File: src/rtl/float_pkg.sv
// Shared constants, FSM state type and unpacked-float view for the float accumulator.
package float_pkg;
  localparam int SIGN_BIT = 31;
  localparam int EXP_W    = 8;
  localparam int MAN_W    = 23;
  localparam int EXP_BIAS = 127;

  localparam logic [31:0] FP_QNAN = 32'h7FC00000;
  localparam logic [31:0] FP_PINF = 32'h7F800000;
  localparam logic [31:0] FP_NINF = 32'hFF800000;

  typedef enum logic [2:0] {
    IDLE  = 3'd0,
    ALIGN = 3'd1,
    ADD   = 3'd2,
    NORM  = 3'd3,
    DONE  = 3'd4
  } facc_state_t;

  typedef struct packed {
    logic             sign;
    logic [EXP_W-1:0] exp;
    logic [MAN_W-1:0] man;
  } float_t;

  function automatic logic is_nan(input float_t f);
    return (&f.exp) && (|f.man);
  endfunction

  function automatic logic is_inf(input float_t f);
    return (&f.exp) && !(|f.man);
  endfunction

  // Denormals carry no hidden bit; treat them as signed zero.
  function automatic float_t flush_denorm(input float_t f);
    float_t r;
    r = f;
    if (f.exp == '0) r.man = '0;
    return r;
  endfunction
endpackage

File: src/rtl/float_accumulator_if.sv
// Product input and result output handshakes of the float accumulator.
interface float_accumulator_if #(
  parameter int CNT_W = 16
);
  logic             in_valid;
  logic             in_ready;
  logic [31:0]      in_data;
  logic             in_last;
  logic             out_valid;
  logic             out_ready;
  logic [31:0]      acc_result;
  logic [CNT_W-1:0] elem_cnt;
  logic             ovf;

  modport master (
    output in_valid, in_data, in_last, out_ready,
    input  in_ready, out_valid, acc_result, elem_cnt, ovf
  );

  modport slave (
    input  in_valid, in_data, in_last, out_ready,
    output in_ready, out_valid, acc_result, elem_cnt, ovf
  );
endinterface

File: src/rtl/float_add_normalize.sv
// Leading-zero normalize, round and pack of the adder mantissa sum (combinational).
// FACC_ROUND_NEAREST_EN selects round-to-nearest-even; otherwise truncation toward zero.
module float_add_normalize
  import float_pkg::*;
#(
  parameter int GUARD_W = 3
) (
  input  logic                 sign_i,
  input  logic [EXP_W-1:0]     exp_i,
  input  logic [24+GUARD_W:0]  man_i,
  output logic [31:0]          res_o,
  output logic                 ovf_o
);
  localparam int W       = 25 + GUARD_W;
  localparam int EXP_MAX = 2 * EXP_BIAS;
`ifdef FACC_ROUND_NEAREST_EN
  localparam bit RNE = 1'b1;
`else
  localparam bit RNE = 1'b0;
`endif

  logic [5:0]         lz;
  logic [W-1:0]       norm;
  logic [23:0]        mant;
  logic               rnd_up;
  logic [24:0]        mant_r;
  logic signed [10:0] exp_n;
  logic signed [10:0] exp_r;

  always_comb begin
    lz = 6'(W);
    for (int i = 0; i < W; i++) begin
      if (man_i[i]) lz = 6'(W - 1 - i);
    end
  end

  // Input hidden bit sits one below the MSB, so lz==1 keeps the exponent.
  assign norm   = man_i << lz;
  assign mant   = norm[W-1 -: 24];
  assign rnd_up = RNE & norm[GUARD_W] & ((|norm[GUARD_W-1:0]) | norm[GUARD_W+1]);
  assign mant_r = {1'b0, mant} + 25'(rnd_up);
  assign exp_n  = $signed({3'b000, exp_i}) + 11'sd1 - $signed({5'b00000, lz});
  assign exp_r  = exp_n + $signed({10'd0, mant_r[24]});

  always_comb begin
    res_o = '0;
    ovf_o = 1'b0;
    if (man_i == '0) begin
      res_o = '0;
    end else if (exp_r > $signed(11'(EXP_MAX))) begin
      res_o = sign_i ? FP_NINF : FP_PINF;
      ovf_o = 1'b1;
    end else if (exp_r < 11'sd1) begin
      res_o[SIGN_BIT] = sign_i;
    end else begin
      res_o = {sign_i, exp_r[7:0], (mant_r[24] ? mant_r[23:1] : mant_r[22:0])};
    end
  end
endmodule

File: src/rtl/float_accumulator.sv
// Running IEEE-754 single-precision sum of a product stream; one add per 4 cycles via ALIGN/ADD/NORM.
// Result after the in_last product is held on out_valid until accepted; rounding mode set by FACC_ROUND_NEAREST_EN.
module float_accumulator
  import float_pkg::*;
#(
  parameter int GUARD_W = 3,
  parameter int CNT_W   = 16
) (
  input  logic              clk,
  input  logic              rst_n,
  input  logic              EN,
  input  logic              clear,
  float_accumulator_if.slave bus
);
  localparam int M = 24 + GUARD_W;
  localparam int W = M + 1;

  facc_state_t      state_q, state_d;
  logic [31:0]      sum_q, sum_d;
  logic [31:0]      opnd_q, opnd_d;
  logic [31:0]      acc_q, acc_d;
  logic [31:0]      spec_val_q, spec_val_d;
  logic             last_q, last_d;
  logic             ovf_q, ovf_d;
  logic             rdy_q, rdy_d;
  logic             sign_q, sign_d;
  logic             sub_q, sub_d;
  logic             spec_q, spec_d;
  logic [CNT_W-1:0] cnt_q, cnt_d;
  logic [EXP_W-1:0] exp_q, exp_d;
  logic [M-1:0]     big_q, big_d;
  logic [M-1:0]     sml_q, sml_d;
  logic [W-1:0]     msum_q, msum_d;

  float_t           fa, fb, big, sml;
  logic [EXP_W-1:0] diff;
  logic [M-1:0]     big_m, sml_m, sml_sh, lost_mask;
  logic             nan_c, spec_c;
  logic [31:0]      spec_val_c;
  logic [31:0]      norm_res;
  logic             norm_ovf;
  logic             in_rdy;

  assign in_rdy        = rdy_q & EN & (state_q == IDLE);
  assign bus.in_ready  = in_rdy;
  assign bus.out_valid = (state_q == DONE);
  assign bus.acc_result = acc_q;
  assign bus.elem_cnt  = cnt_q;
  assign bus.ovf       = ovf_q;

  // Alignment of the running sum against the latched product.
  always_comb begin
    fa        = flush_denorm(sum_q);
    fb        = flush_denorm(opnd_q);
    big       = (fa[30:0] >= fb[30:0]) ? fa : fb;
    sml       = (fa[30:0] >= fb[30:0]) ? fb : fa;
    diff      = big.exp - sml.exp;
    big_m     = {big.exp != '0, big.man, {GUARD_W{1'b0}}};
    sml_m     = {sml.exp != '0, sml.man, {GUARD_W{1'b0}}};
    lost_mask = ~({M{1'b1}} << diff);
    if (int'(diff) >= M) begin
      sml_sh = {{(M-1){1'b0}}, |sml_m};
    end else begin
      sml_sh = (sml_m >> diff) | {{(M-1){1'b0}}, |(sml_m & lost_mask)};
    end
    nan_c      = is_nan(sum_q) | is_nan(opnd_q) |
                 (is_inf(sum_q) & is_inf(opnd_q) & (sum_q[SIGN_BIT] ^ opnd_q[SIGN_BIT]));
    spec_c     = nan_c | is_inf(sum_q) | is_inf(opnd_q);
    spec_val_c = nan_c ? FP_QNAN : (is_inf(sum_q) ? sum_q : opnd_q);
  end

  float_add_normalize #(.GUARD_W(GUARD_W)) u_norm (
    .sign_i (sign_q),
    .exp_i  (exp_q),
    .man_i  (msum_q),
    .res_o  (norm_res),
    .ovf_o  (norm_ovf)
  );

  always_comb begin
    state_d    = state_q;
    sum_d      = sum_q;
    opnd_d     = opnd_q;
    acc_d      = acc_q;
    spec_val_d = spec_val_q;
    last_d     = last_q;
    ovf_d      = ovf_q;
    rdy_d      = 1'b1;
    sign_d     = sign_q;
    sub_d      = sub_q;
    spec_d     = spec_q;
    cnt_d      = cnt_q;
    exp_d      = exp_q;
    big_d      = big_q;
    sml_d      = sml_q;
    msum_d     = msum_q;
    if (EN) begin
      unique case (state_q)
        IDLE: begin
          if (clear) begin
            sum_d = '0;
            cnt_d = '0;
            ovf_d = 1'b0;
          end else if (bus.in_valid && in_rdy) begin
            opnd_d  = bus.in_data;
            last_d  = bus.in_last;
            state_d = ALIGN;
          end
        end
        ALIGN: begin
          big_d      = big_m;
          sml_d      = sml_sh;
          exp_d      = big.exp;
          sign_d     = big.sign;
          sub_d      = big.sign ^ sml.sign;
          spec_d     = spec_c;
          spec_val_d = spec_val_c;
          state_d    = ADD;
        end
        ADD: begin
          msum_d  = sub_q ? ({1'b0, big_q} - {1'b0, sml_q}) : ({1'b0, big_q} + {1'b0, sml_q});
          state_d = NORM;
        end
        NORM: begin
          sum_d = spec_q ? spec_val_q : norm_res;
          ovf_d = ovf_q | (~spec_q & norm_ovf);
          cnt_d = (&cnt_q) ? cnt_q : cnt_q + CNT_W'(1);
          if (last_q) begin
            acc_d   = sum_d;
            state_d = DONE;
          end else begin
            state_d = IDLE;
          end
        end
        DONE: begin
          if (bus.out_ready) begin
            sum_d   = '0;
            cnt_d   = '0;
            ovf_d   = 1'b0;
            state_d = IDLE;
          end
        end
        default: state_d = IDLE;
      endcase
    end
  end

  always_ff @(posedge clk or negedge rst_n) begin
    if (!rst_n) begin
      state_q    <= IDLE;
      sum_q      <= '0;
      opnd_q     <= '0;
      acc_q      <= '0;
      spec_val_q <= '0;
      last_q     <= 1'b0;
      ovf_q      <= 1'b0;
      rdy_q      <= 1'b0;
      sign_q     <= 1'b0;
      sub_q      <= 1'b0;
      spec_q     <= 1'b0;
      cnt_q      <= '0;
      exp_q      <= '0;
      big_q      <= '0;
      sml_q      <= '0;
      msum_q     <= '0;
    end else begin
      state_q    <= state_d;
      sum_q      <= sum_d;
      opnd_q     <= opnd_d;
      acc_q      <= acc_d;
      spec_val_q <= spec_val_d;
      last_q     <= last_d;
      ovf_q      <= ovf_d;
      rdy_q      <= rdy_d;
      sign_q     <= sign_d;
      sub_q      <= sub_d;
      spec_q     <= spec_d;
      cnt_q      <= cnt_d;
      exp_q      <= exp_d;
      big_q      <= big_d;
      sml_q      <= sml_d;
      msum_q     <= msum_d;
    end
  end
endmodule

File: src/flat_wrapper.sv
// flat-port wrapper written by rule: the top's interface ports become plain ports
module float_accumulator_flat import float_pkg::*;
#(
  parameter int GUARD_W = 3,
  parameter int CNT_W   = 16
)
  (clk, rst_n, EN, clear, bus_in_valid, bus_in_data, bus_in_last, bus_out_ready, bus_in_ready, bus_out_valid, bus_acc_result, bus_elem_cnt, bus_ovf);
  float_accumulator_if #(.CNT_W(CNT_W)) bus_i ();
  input  logic clk;
  input  logic rst_n;
  input  logic EN;
  input  logic clear;
  input wire logic [$bits(bus_i.in_valid)-1:0] bus_in_valid;
  input wire logic [$bits(bus_i.in_data)-1:0] bus_in_data;
  input wire logic [$bits(bus_i.in_last)-1:0] bus_in_last;
  input wire logic [$bits(bus_i.out_ready)-1:0] bus_out_ready;
  output wire logic [$bits(bus_i.in_ready)-1:0] bus_in_ready;
  output wire logic [$bits(bus_i.out_valid)-1:0] bus_out_valid;
  output wire logic [$bits(bus_i.acc_result)-1:0] bus_acc_result;
  output wire logic [$bits(bus_i.elem_cnt)-1:0] bus_elem_cnt;
  output wire logic [$bits(bus_i.ovf)-1:0] bus_ovf;
  assign bus_i.in_valid = bus_in_valid;
  assign bus_i.in_data = bus_in_data;
  assign bus_i.in_last = bus_in_last;
  assign bus_i.out_ready = bus_out_ready;
  assign bus_in_ready = bus_i.in_ready;
  assign bus_out_valid = bus_i.out_valid;
  assign bus_acc_result = bus_i.acc_result;
  assign bus_elem_cnt = bus_i.elem_cnt;
  assign bus_ovf = bus_i.ovf;
  float_accumulator #(.GUARD_W(GUARD_W), .CNT_W(CNT_W)) u_core (.clk(clk), .rst_n(rst_n), .EN(EN), .clear(clear), .bus(bus_i));
endmodule
File: config.mk
export PLATFORM = sky130hd
export DESIGN_NAME = float_accumulator_flat
export DESIGN_NICKNAME = d
export VERILOG_FILES = /design/src/rtl/float_pkg.sv /design/src/rtl/float_accumulator_if.sv /design/src/rtl/float_add_normalize.sv /design/src/rtl/float_accumulator.sv /design/src/flat_wrapper.sv
export SDC_FILE = /design/constraint.sdc
export NUM_CORES = 1
export LEC_CHECK = 0
export CORE_ASPECT_RATIO = 2
export CORE_UTILIZATION = 45
export DETAILED_ROUTE_END_ITERATION = 8
export PLACE_DENSITY = 0.65
export SETUP_SLACK_MARGIN = 0.3
export SLEW_MARGIN = 20
export SYNTH_ARGS = -nofsm -noshare
export SYNTH_HDL_FRONTEND = slang
export SYNTH_SLANG_ARGS = --single-unit
File: constraint.sdc
create_clock -name clk -period 15.6 [get_ports clk]
set_clock_uncertainty 0.05 [all_clocks]
set_input_delay 4.68 -clock clk [delete_from_list [all_inputs] [get_ports clk]]
set_output_delay 4.68 -clock clk [all_outputs]
set_load 0.02 [all_outputs]
==> out/results.ini <==
[clock_tree]
cts_resized = 0
cts_tree = done
cts-root-buf = clkbuf_16
path_clk_slew_ns = 0.07
postCtsHoldBufs = 0
numCtsBuffers = 23
clk_path_buf_depth = 3
clock-sinks = 240
postCtsSetupRepairBufs = 0
ctsHtreeMaxLevel = 1
clock_latency_ns = 0.55

[sta]
worstMarginPinSlew_ns = 1.05
hold_ws_ns = 0.434
rsz0062_at_grt = false
setup_slack_ns = 4.49
fin_crit_sh = 0.712
max_freq_ghz = 0.0900
hold_viol = 0
setup_viol = 0
period_needed_ns = 11.11
setup-tns-final_ns = 0
maxSlewHeadroom = 0.297
slew_violations = 0

[synth]
synth_top_cell_area_share = 0.347
synth_warnings = 0
yosys.area_share.simple = 0.187
synth_mux_area_frac = 0.0802
synthAdderAreaFrac = 0.0715
synth_top_family_by_area = compound AO/OA/AOI/OAI gates
synth_enable_flop_cells = 0
synth_area_sq_mm = 0.0173
synth_xor_area_frac = 0.0263
synth_ff_type = dfrtp_1
synth_top_area_cell = dfrtp_1
ys_seq_area_frac = 0.347
yosysUniqueCellTypes = 94
synth-compound-area-share = 0.233
synth.area.top_cells = dfrtp_1 (35%), nand2_1 (7.0%), ha_1 (6.9%), o21ai_0 (5.4%), mux2i_1 (5.1%)
syn_nets = 2248
synthCells = 2112
synthArstFlopShare = 1.00
synth-seq-cells = 240
avgSynthCellArea_sq_um = 8.20

[global_route]
antenna_found_initial = 1
grt_overflow = 0
grt_pass1_wl_mm = 96.4
grt_use_total = 0.325
grt_max_degree = 154
grt_pass1_vias = 16400

[die]
die_width_um = 141
initial_core_util = 0.457
die_y_um = 279
ios = 90
die_area_sq_mm = 0.0393
row_count = 101
core-area_sq_mm = 0.0379

[worst_setup_path]
cp.required_ns = 10.87
critPathKind = in2out
critical-path-max-stage-delay_ns = 0.61
cp.arrival_ns = 6.38
startpoint_type = input port
cp_num_buf_inv = 2
cp_top_family = buffers and inverters
cpMaxStageDelayCell = clkdlybuf4s50_1
reg2reg_depth = 26
worstPathMaxFanout = 8
cpMostUsedCell = clkdlybuf4s50_1
path_cells = clkdlybuf4s50_1, nor2b_1, and3_1, clkdlybuf4s50_1
cp.depth = 4
critPathCaptureType = output port

[routing]
wire_per_inst_um = 24.0
wirelength_mm = 62.7
vias = 16300
viasPerCell = 6.24
antenna_left = 0
dr.pass1.iters = 6
drt-initial-drc-count = 1028
drcViolationCount = 0

[place]
portBuffers = 89
dp_hpwl_mm = 48.7
gp_congestion = 0.976
placed_cell_area_sq_mm = 0.0185
pre_cts_ws_ns = 4.49

[final_layout]
stdcell_area_sq_mm = 0.0194
drive_above_1_share = 0.0648
syn_to_final_growth_pct = 11.8
layout.nets = 2266

[status]
status = complete, no violations

[min_path]
whs_path_depth = 2
hp-class = reg2reg

[run]
cap_violations = 0

-- worst paths after layout --
path | startpoint | endpoint | slack, ns
min | u_core.bus.acc_result[6] | u_core.bus.acc_result[6] | 0.43
min reg2reg | u_core.bus.acc_result[6] | u_core.bus.acc_result[6] | 0.43
max reg2reg | u_core.msum_q[1] | u_core.bus.acc_result[14] | 8.34
max | EN | bus_in_ready | 4.49
min in group asynchronous | rst_n | u_core.opnd_q[24] | 4.07
max in group asynchronous | rst_n | u_core.msum_q[27] | 10.04
-- layer usage --
| metal | track usage | vias up | part of all wire |
|---|---|---|---|
| li1 | - | 7592 | - |
| met1 | 0.320 | 7902 | 0.34 |
| met3 | 0.0318 | 219 | 0.039 |
| met5 | 0 | - | 0 |
| met4 | 0.258 | 0 | 0.095 |
| met2 | 0.612 | 565 | 0.53 |
-- worst min-delay path: stages, from the launching register on --
cell	delay [ns]
dfrtp_1	0.34
nand2_1	0.05
o21ai_0	0.06
-- final cells by class --
cell class	count	area (sq um)
clock inverters	14	198
diodes	1	2.50
repair buffers	113	1090
fillers	3664	18500
inverters	121	454
flip-flops and latches	240	6010
well taps	463	579
multi-input cells	1631	10400
clock buffers	27	621
-- stage by stage --
step / std cells / util
global route: 2609 / 0.511
detailed placement: 2568 / 0.489
global placement: 2568 / 0.489
CTS: 2609 / 0.511
floorplan: 2112 / -
finish: 2610 / 0.511
-- Yosys cell counts (6+ instances only) --
cell,count
o21bai_1,15
nand3_1,49
o31ai_1,19
nor2b_1,11
mux2_2,29
a21oi_1,138
mux4_2,6
a211oi_1,24
a211o_1,6
nand4_1,16
a21o_1,13
xor2_1,19
o21a_1,13
a22o_1,32
dfrtp_1,240
nand2_1,324
and3_1,11
and2_1,8
nor2_1,212
a32oi_1,6
ha_1,95
buf_1,7
clkbuf_1,98
nor4_1,26
a22oi_1,23
or3_1,6
xnor2_1,28
o221ai_1,7
a221oi_1,11
nor3_1,32
o22ai_1,21
inv_1,117
a31oi_1,27
o211ai_1,16
o21ai_0,187
buf_2,10
nand2b_1,8
mux2i_1,89
-- layout by cell type, fill, tap and decap left out, drive strengths merged, types with 13 or more instances in the layout --
cell and n:
nor4 28, ha 95, xor2 20, a211oi 25
a31oi 30, nor2 214, dfrtp 240, o211ai 18
xnor2 29, o21bai 15, clkdlybuf4s50 88, o22ai 21
nand2 328, mux2i 89, a21oi 138, o21ai 190
nand4 18, nor3 32, o21a 13, inv 121
a21o 13, a22o 32, buf 25, nand3 49
mux2 30, clkbuf 27, a221oi 13, a22oi 23
o31ai 19
-- sequential cells by signal, summed over array words and instances, names as in the netlist, 3 cells and up --
| name | count |
|---|---|
| u_core.exp_q | 8 |
| u_core.bus.acc_result | 32 |
| u_core.bus.elem_cnt | 16 |
| u_core.spec_val_q | 32 |
| u_core.big_q | 24 |
| u_core.state_q | 3 |
| u_core.msum_q | 28 |
| u_core.opnd_q | 32 |
| u_core.sum_q | 32 |
| u_core.sml_q | 27 |
-- logic make-up after synthesis --
family	count (synthesis)
other cells	1
mux	126
buf+inv	241
fa+ha+maj	98
compound gates	621
simple gates	736
xor+xnor	49
flops	240
Power is not shown: default switching activity piles up to over one toggle a cycle in this logic, so the estimate is an artifact.
